`config.mk`:
```
export PLATFORM = sky130hd
export DESIGN_NAME = ram_arbiter
export DESIGN_NICKNAME = d
export VERILOG_FILES = /design/src/rtl/ram_arbiter.sv
export SDC_FILE = /design/constraint.sdc
export NUM_CORES = 1
export LEC_CHECK = 0
export ABC_AREA = 1
export BUFFER_PORTS_ARGS = -buffer_cell sky130_fd_sc_hd__buf_2
export CORE_UTILIZATION = 45
export CTS_CLUSTER_DIAMETER = 60
export DETAILED_ROUTE_END_ITERATION = 10
export PLACE_DENSITY_LB_ADDON = 0.08
export SETUP_SLACK_MARGIN = 0.1
export SYNTH_ARGS = -nofsm -noshare
export SYNTH_HDL_FRONTEND = slang
export SYNTH_SLANG_ARGS = --single-unit
```
`constraint.sdc`:
```
create_clock -name clk -period 4.5 [get_ports clk]
set_clock_uncertainty 0.1 [all_clocks]
set_input_delay 0.9 -clock clk [delete_from_list [all_inputs] [get_ports clk]]
set_output_delay 0.9 -clock clk [all_outputs]
set_load 0.05 [all_outputs]
```
`src/rtl/ram_arbiter.sv`:
```
// Round-robin arbiter sharing one ram between requesters A and B, with in-order owner-tag FIFOs
// per channel. Define ARB_ADDR_CHECK_EN to store issued addresses and flag mismatched returns.
module ram_arbiter #(
  parameter int unsigned AW    = 16,
  parameter int unsigned DW    = 16,
  parameter int unsigned DEPTH = 4
) (
  input  logic          clk,
  input  logic          reset,
  // Requester A
  input  logic          a_req,
  input  logic          a_we,
  input  logic [AW-1:0] a_address,
  input  logic [DW-1:0] a_data,
  output logic          a_gnt,
  output logic          a_wr_done,
  output logic          a_rd_valid,
  output logic [DW-1:0] a_rd_data,
  output logic [AW-1:0] a_ret_address,
  // Requester B
  input  logic          b_req,
  input  logic          b_we,
  input  logic [AW-1:0] b_address,
  input  logic [DW-1:0] b_data,
  output logic          b_gnt,
  output logic          b_wr_done,
  output logic          b_rd_valid,
  output logic [DW-1:0] b_rd_data,
  output logic [AW-1:0] b_ret_address,
  // Ram side
  output logic [AW-1:0] wr_address,
  output logic          wr_en,
  output logic [DW-1:0] wr_data,
  output logic [AW-1:0] rd_address,
  output logic          rd_en,
  input  logic          wr_ret_ack,
  input  logic [AW-1:0] wr_ret_address,
  input  logic          rd_ret_ack,
  input  logic [AW-1:0] rd_ret_address,
  input  logic [DW-1:0] rd_ret_data,
`ifdef ARB_ADDR_CHECK_EN
  output logic          spurious_err,
  output logic          addr_mismatch_err
`else
  output logic          spurious_err
`endif
);

  localparam int unsigned PW = $clog2(DEPTH);
  localparam int unsigned CW = PW + 1;
  // Entry bit 0 is the owner (0 = A, 1 = B); upper bits hold the issued address if checked.
`ifdef ARB_ADDR_CHECK_EN
  localparam int unsigned EW = AW + 1;
`else
  localparam int unsigned EW = 1;
`endif

  // Channel index 0 = write, 1 = read.
  logic [1:0]    full, push, pop, ack;
  logic          a_elig, b_elig, grant, win_b, win_we;
  logic [AW-1:0] win_addr;
  logic [DW-1:0] win_data;
  logic [EW-1:0] push_entry;
  logic [EW-1:0] head_entry [2];

  logic [EW-1:0] fifo_q [2][DEPTH];
  logic [EW-1:0] fifo_d [2][DEPTH];
  logic [PW-1:0] head_q [2];
  logic [PW-1:0] head_d [2];
  logic [PW-1:0] tail_q [2];
  logic [PW-1:0] tail_d [2];
  logic [CW-1:0] count_q [2];
  logic [CW-1:0] count_d [2];

  logic          last_a_q, last_a_d;
  logic          wr_en_q, wr_en_d, rd_en_q, rd_en_d;
  logic [AW-1:0] wr_address_q, wr_address_d, rd_address_q, rd_address_d;
  logic [DW-1:0] wr_data_q, wr_data_d;
  logic          a_wr_done_q, a_wr_done_d, b_wr_done_q, b_wr_done_d;
  logic          a_rd_valid_q, a_rd_valid_d, b_rd_valid_q, b_rd_valid_d;
  logic [DW-1:0] a_rd_data_q, a_rd_data_d, b_rd_data_q, b_rd_data_d;
  logic [AW-1:0] a_ret_address_q, a_ret_address_d, b_ret_address_q, b_ret_address_d;
  logic          spurious_err_q, spurious_err_d;
`ifdef ARB_ADDR_CHECK_EN
  logic          addr_mismatch_err_q, addr_mismatch_err_d;
`endif

  // Arbitration and issue muxing.
  always_comb begin
    for (int c = 0; c < 2; c++) begin
      full[c] = (count_q[c] == CW'(DEPTH));
    end
    a_elig   = a_req && !(a_we ? full[0] : full[1]);
    b_elig   = b_req && !(b_we ? full[0] : full[1]);
    // On a tie the requester that did not win last time goes first.
    a_gnt    = a_elig && (!b_elig || !last_a_q);
    b_gnt    = b_elig && !a_gnt;
    grant    = a_gnt || b_gnt;
    win_b    = b_gnt;
    win_we   = win_b ? b_we      : a_we;
    win_addr = win_b ? b_address : a_address;
    win_data = win_b ? b_data    : a_data;
    push[0]  = grant && win_we;
    push[1]  = grant && !win_we;
    last_a_d = a_gnt ? 1'b1 : (b_gnt ? 1'b0 : last_a_q);
`ifdef ARB_ADDR_CHECK_EN
    push_entry = {win_addr, win_b};
`else
    push_entry = win_b;
`endif
    wr_en_d      = push[0];
    wr_address_d = push[0] ? win_addr : wr_address_q;
    wr_data_d    = push[0] ? win_data : wr_data_q;
    rd_en_d      = push[1];
    rd_address_d = push[1] ? win_addr : rd_address_q;
  end

  // Tag FIFOs.
  always_comb begin
    ack    = {rd_ret_ack, wr_ret_ack};
    fifo_d = fifo_q;
    for (int c = 0; c < 2; c++) begin
      head_entry[c] = fifo_q[c][head_q[c]];
      pop[c]        = ack[c] && (count_q[c] != '0);
      head_d[c]     = head_q[c];
      tail_d[c]     = tail_q[c];
      count_d[c]    = count_q[c];
      if (push[c]) begin
        fifo_d[c][tail_q[c]] = push_entry;
        tail_d[c]            = tail_q[c] + PW'(1);
      end
      if (pop[c]) begin
        head_d[c] = head_q[c] + PW'(1);
      end
      if (push[c] && !pop[c]) begin
        count_d[c] = count_q[c] + CW'(1);
      end else if (!push[c] && pop[c]) begin
        count_d[c] = count_q[c] - CW'(1);
      end
    end
  end

  // Return routing to the head owner of each channel.
  always_comb begin
    a_wr_done_d     = pop[0] && !head_entry[0][0];
    b_wr_done_d     = pop[0] && head_entry[0][0];
    a_rd_valid_d    = pop[1] && !head_entry[1][0];
    b_rd_valid_d    = pop[1] && head_entry[1][0];
    a_rd_data_d     = a_rd_valid_d ? rd_ret_data : a_rd_data_q;
    b_rd_data_d     = b_rd_valid_d ? rd_ret_data : b_rd_data_q;
    a_ret_address_d = a_ret_address_q;
    b_ret_address_d = b_ret_address_q;
    if (a_wr_done_d) a_ret_address_d = wr_ret_address;
    if (b_wr_done_d) b_ret_address_d = wr_ret_address;
    // A read completing in the same cycle as a write owns the shared return address.
    if (a_rd_valid_d) a_ret_address_d = rd_ret_address;
    if (b_rd_valid_d) b_ret_address_d = rd_ret_address;
    spurious_err_d = spurious_err_q || (ack[0] && !pop[0]) || (ack[1] && !pop[1]);
`ifdef ARB_ADDR_CHECK_EN
    addr_mismatch_err_d = addr_mismatch_err_q
                       || (pop[0] && (head_entry[0][EW-1:1] != wr_ret_address))
                       || (pop[1] && (head_entry[1][EW-1:1] != rd_ret_address));
`endif
  end

  // Storage is not reset: entries are only read while the count says they are valid.
  always_ff @(posedge clk) begin
    fifo_q <= fifo_d;
  end

  always_ff @(posedge clk or posedge reset) begin
    if (reset) begin
      for (int c = 0; c < 2; c++) begin
        head_q[c]  <= '0;
        tail_q[c]  <= '0;
        count_q[c] <= '0;
      end
      last_a_q        <= 1'b0;
      wr_en_q         <= 1'b0;
      wr_address_q    <= '0;
      wr_data_q       <= '0;
      rd_en_q         <= 1'b0;
      rd_address_q    <= '0;
      a_wr_done_q     <= 1'b0;
      b_wr_done_q     <= 1'b0;
      a_rd_valid_q    <= 1'b0;
      b_rd_valid_q    <= 1'b0;
      a_rd_data_q     <= '0;
      b_rd_data_q     <= '0;
      a_ret_address_q <= '0;
      b_ret_address_q <= '0;
      spurious_err_q  <= 1'b0;
`ifdef ARB_ADDR_CHECK_EN
      addr_mismatch_err_q <= 1'b0;
`endif
    end else begin
      for (int c = 0; c < 2; c++) begin
        head_q[c]  <= head_d[c];
        tail_q[c]  <= tail_d[c];
        count_q[c] <= count_d[c];
      end
      last_a_q        <= last_a_d;
      wr_en_q         <= wr_en_d;
      wr_address_q    <= wr_address_d;
      wr_data_q       <= wr_data_d;
      rd_en_q         <= rd_en_d;
      rd_address_q    <= rd_address_d;
      a_wr_done_q     <= a_wr_done_d;
      b_wr_done_q     <= b_wr_done_d;
      a_rd_valid_q    <= a_rd_valid_d;
      b_rd_valid_q    <= b_rd_valid_d;
      a_rd_data_q     <= a_rd_data_d;
      b_rd_data_q     <= b_rd_data_d;
      a_ret_address_q <= a_ret_address_d;
      b_ret_address_q <= b_ret_address_d;
      spurious_err_q  <= spurious_err_d;
`ifdef ARB_ADDR_CHECK_EN
      addr_mismatch_err_q <= addr_mismatch_err_d;
`endif
    end
  end

  assign wr_en         = wr_en_q;
  assign wr_address    = wr_address_q;
  assign wr_data       = wr_data_q;
  assign rd_en         = rd_en_q;
  assign rd_address    = rd_address_q;
  assign a_wr_done     = a_wr_done_q;
  assign b_wr_done     = b_wr_done_q;
  assign a_rd_valid    = a_rd_valid_q;
  assign b_rd_valid    = b_rd_valid_q;
  assign a_rd_data     = a_rd_data_q;
  assign b_rd_data     = b_rd_data_q;
  assign a_ret_address = a_ret_address_q;
  assign b_ret_address = b_ret_address_q;
  assign spurious_err  = spurious_err_q;
`ifdef ARB_ADDR_CHECK_EN
  assign addr_mismatch_err = addr_mismatch_err_q;
`endif

endmodule

```
==> results.yml <==
power_and_ir_drop:
  power_frac_comb: 0.525
  intPower_uw: 3880
  power_switching_uw: 4050
  vdd_ir_drop_max_v: 0.000349
  power_density_nw_per_um2: 934
  clkPwrFrac: 0.192
  p_leak_uw: 0.00479
  swShare: 0.511
  seq_power_share: 0.283
critical_path:
  crit_start: "b_we"
  reg2reg_to: "count_q[4]"
  cp_top_family: "buffers and inverters"
  cp_slowest_cell: "inv_2"
  endpoint: "b_gnt"
  crit_arrival_ns: 2.65
  ff2ff_path_depth: 13
  end_kind: "output pin"
  crit_chain: "buf_2 > inv_1 > nand3_1 > nand3_2 > inv_2 > o21ai_4 > buf_4 > inv_1 > buf_2"
  path_buf_inv: 6
  r2r_start: "count_q[0]"
  worstSetupStartpointType: "input port"
  path_max_fanout: 35
  cp.required_ns: 3.50
  cp_slowest_stage_delay_ns: 0.45
  crit_type: "in2out"
  cp_num_cells: 9
  rrSetupSlack_ns: 1.39
timing:
  clock.fmax_ghz: 0.274
  setup_viol: 0
  hold_viol: 0
  relSlewSlack: 0.261
  worstMarginPinSlew_ns: 1.11
  rsz0062_at_grt: "no"
  fin_crit_sh: 0.810
  slew_violations: 0
  layout_min_cycle_time_ns: 3.65
  setup_tns_ns: 0
cells_and_area:
  fin_util: 0.607
  multi_input_area_sq_um: 2480
  n_fill_cell: 1325
  syn2layout_area_growth_pct: 30.1
  nets: 1138
  layout_commonest_cell: "nand2_1"
  ff_latch_area_sq_um: 3590
  final_cell_mix: "nand2_1 (252), buf_2 (240), dfrtp_1 (134), nand3_1 (128), o21ai_0 (92)"
  n_antenna_cell: 0
  drive_above_1_share: 0.287
floorplanning:
  rows: 43
  die_area_sq_um: 15000
  initial_core_util: 0.466
  die_h_um: 122
  die_x_um: 122
  core_area_sq_um: 14000
  io_pins: 241
synth:
  syn_inst: 783
  mappedNetlistArea_sq_um: 6520
  ys_seq_area_frac: 0.551
  synth.distinct_cells: 26
  yosys_warnings: 0
  syn_avg_cell_area_sq_um: 8.33
  synth-seq-cells: 142
  synth.net_count: 915
clocking:
  htreeDepth: 4
  cts_setup_buffers: 0
  root_buffer: "clkbuf_16"
  clock-sinks: 142
  cts_resized: 0
  cts_tree: "yes"
  hold_buffers: 0
  cts_buffers: 17
  clk_pin_slew_ns: 0.06
  cts_buffer_depth: 2
  worstSkewPairLatency_ns: 0.41
global_routing:
  first_global_vias: 5499
  antenna_found_initial: 0
  grt_usage: 0.225
  grt_max_degree: 85
  grt_pass1_wl_um: 26400
  grt.overflow.total: 0
route:
  num_vias: 5885
  drt-initial-drc-count: 385
  ant_nets: 0
  wirelength_um: 16400
  first_pass_iters: 6
  vias_per_cell: 4.92
  drc: 0
  wire_per_inst_um: 13.7
placement:
  place_congestion: 0.768
  hpwl_um: 11100
  port_buffers: 240
flow_run:
  cap_violations: 0
worst_hold_path:
  min_path_type: "reg2reg"
outcome:
  run_status: "completed"
power groups by stage:
stage                     logic (uW)  clock network (uW)  registers [uW]
after floorplan                 1420                   0            4020
after global placement          4140                   0            2240
after detailed placement        4200                   0            2240
after CTS                       4200                1550            2240
after global routing            4530                1600            2310
final                           4160                1520            2240
flip-flops by register name, indices dropped and copies added, names as in the netlist:
register / count
tail_q: 4
last_a_q: 1
b_rd_data: 16
b_wr_done: 1
b_ret_address: 16
a_wr_done: 1
a_rd_data: 16
rd_address: 16
wr_address: 16
rd_en: 1
count_q: 6
wr_data: 16
a_ret_address: 16
a_rd_valid: 1
b_rd_valid: 1
head_q: 4
wr_en: 1
spurious_err: 1
fifo_q: 8
routing by layer:
layer | wire (um) | share of wire | vias to the layer above | global-route usage
li1 | - | - | 2965 | -
met1 | 7530 | 0.46 | 2692 | 0.302
met2 | 7370 | 0.45 | 210 | 0.349
met3 | 1220 | 0.075 | 18 | 0.0646
met4 | 237 | 0.014 | 0 | 0.0793
met5 | 0 | 0 | - | 0
logic make-up (layout without fill, tap and decap cells):
| group | count (synthesis) | in the layout | share of synthesized area |
|---|---|---|---|
| AO/OA/AOI/OAI | 104 | 104 | 0.0815 |
| adder cells (fa/ha/maj) | 12 | 12 | 0.0253 |
| multiplexers | 2 | 2 | 0.00345 |
| XOR/XNOR | 6 | 6 | 0.00806 |
| flip-flops | 142 | 142 | 0.551 |
| AND/OR/NAND/NOR | 404 | 404 | 0.261 |
| buffers and inverters | 113 | 347 | 0.0694 |
final cells by class:
type | instances | area share
flip-flops and latches | 142 | 0.424
multi-input cells | 528 | 0.292
repair buffers | 250 | 0.152
clock buffers | 25 | 0.0609
inverters | 67 | 0.0301
well taps | 180 | 0.0265
clock inverters | 5 | 0.0147
through the flow:
stage	worst slack [ns]	hold slack [ns]	cell area, sq um	std cells	total power (uW)
4_1_cts	0.850	0.373	8480	1197	7990
3_3_place_gp	0.899	0.357	7840	1167	6390
3_5_place_dp	0.848	0.359	7840	1167	6440
6_report	0.854	0.370	8480	1197	7930
5_1_grt	0.656	0.396	8480	1197	8440
2_1_floorplan	1.56	0.364	6530	783	5440
how the worst min path moves through the flow:
stage / start / to / cells after the start
after floorplan: head_q[1] / head_q[1] / 1
after global placement: spurious_err / spurious_err / 1
after detailed placement: spurious_err / spurious_err / 1
after CTS: spurious_err / spurious_err / 1
after global routing: wr_address[5] / wr_address[5] / 2
final: spurious_err / spurious_err / 1
cells in the mapped netlist:
library cell | number | share of area
o21ai_4 | 1 | 0.0025
inv_2 | 4 | 0.0023
mux2_2 | 2 | 0.0035
nand3b_1 | 1 | 0.0012
nand2_1 | 253 | 0.15
nand3_2 | 2 | 0.0031
o21ai_0 | 92 | 0.071
o21ai_1 | 7 | 0.0054
a21oi_1 | 4 | 0.0031
buf_2 | 14 | 0.011
buf_6 | 1 | 0.0017
xnor2_1 | 2 | 0.0027
ha_1 | 10 | 0.019
edfxtp_1 | 8 | 0.037
buf_1 | 4 | 0.0023
xor2_1 | 4 | 0.0054
clkbuf_1 | 26 | 0.015
fa_1 | 2 | 0.0061
nor2_1 | 15 | 0.0086
nor2_2 | 2 | 0.0019
buf_4 | 1 | 0.0012
nand4_1 | 1 | 0.00096
nand3_1 | 128 | 0.098
inv_1 | 63 | 0.036
dfrtp_1 | 134 | 0.51
nand2_2 | 2 | 0.0019
(Power assumes the default switching activity.)
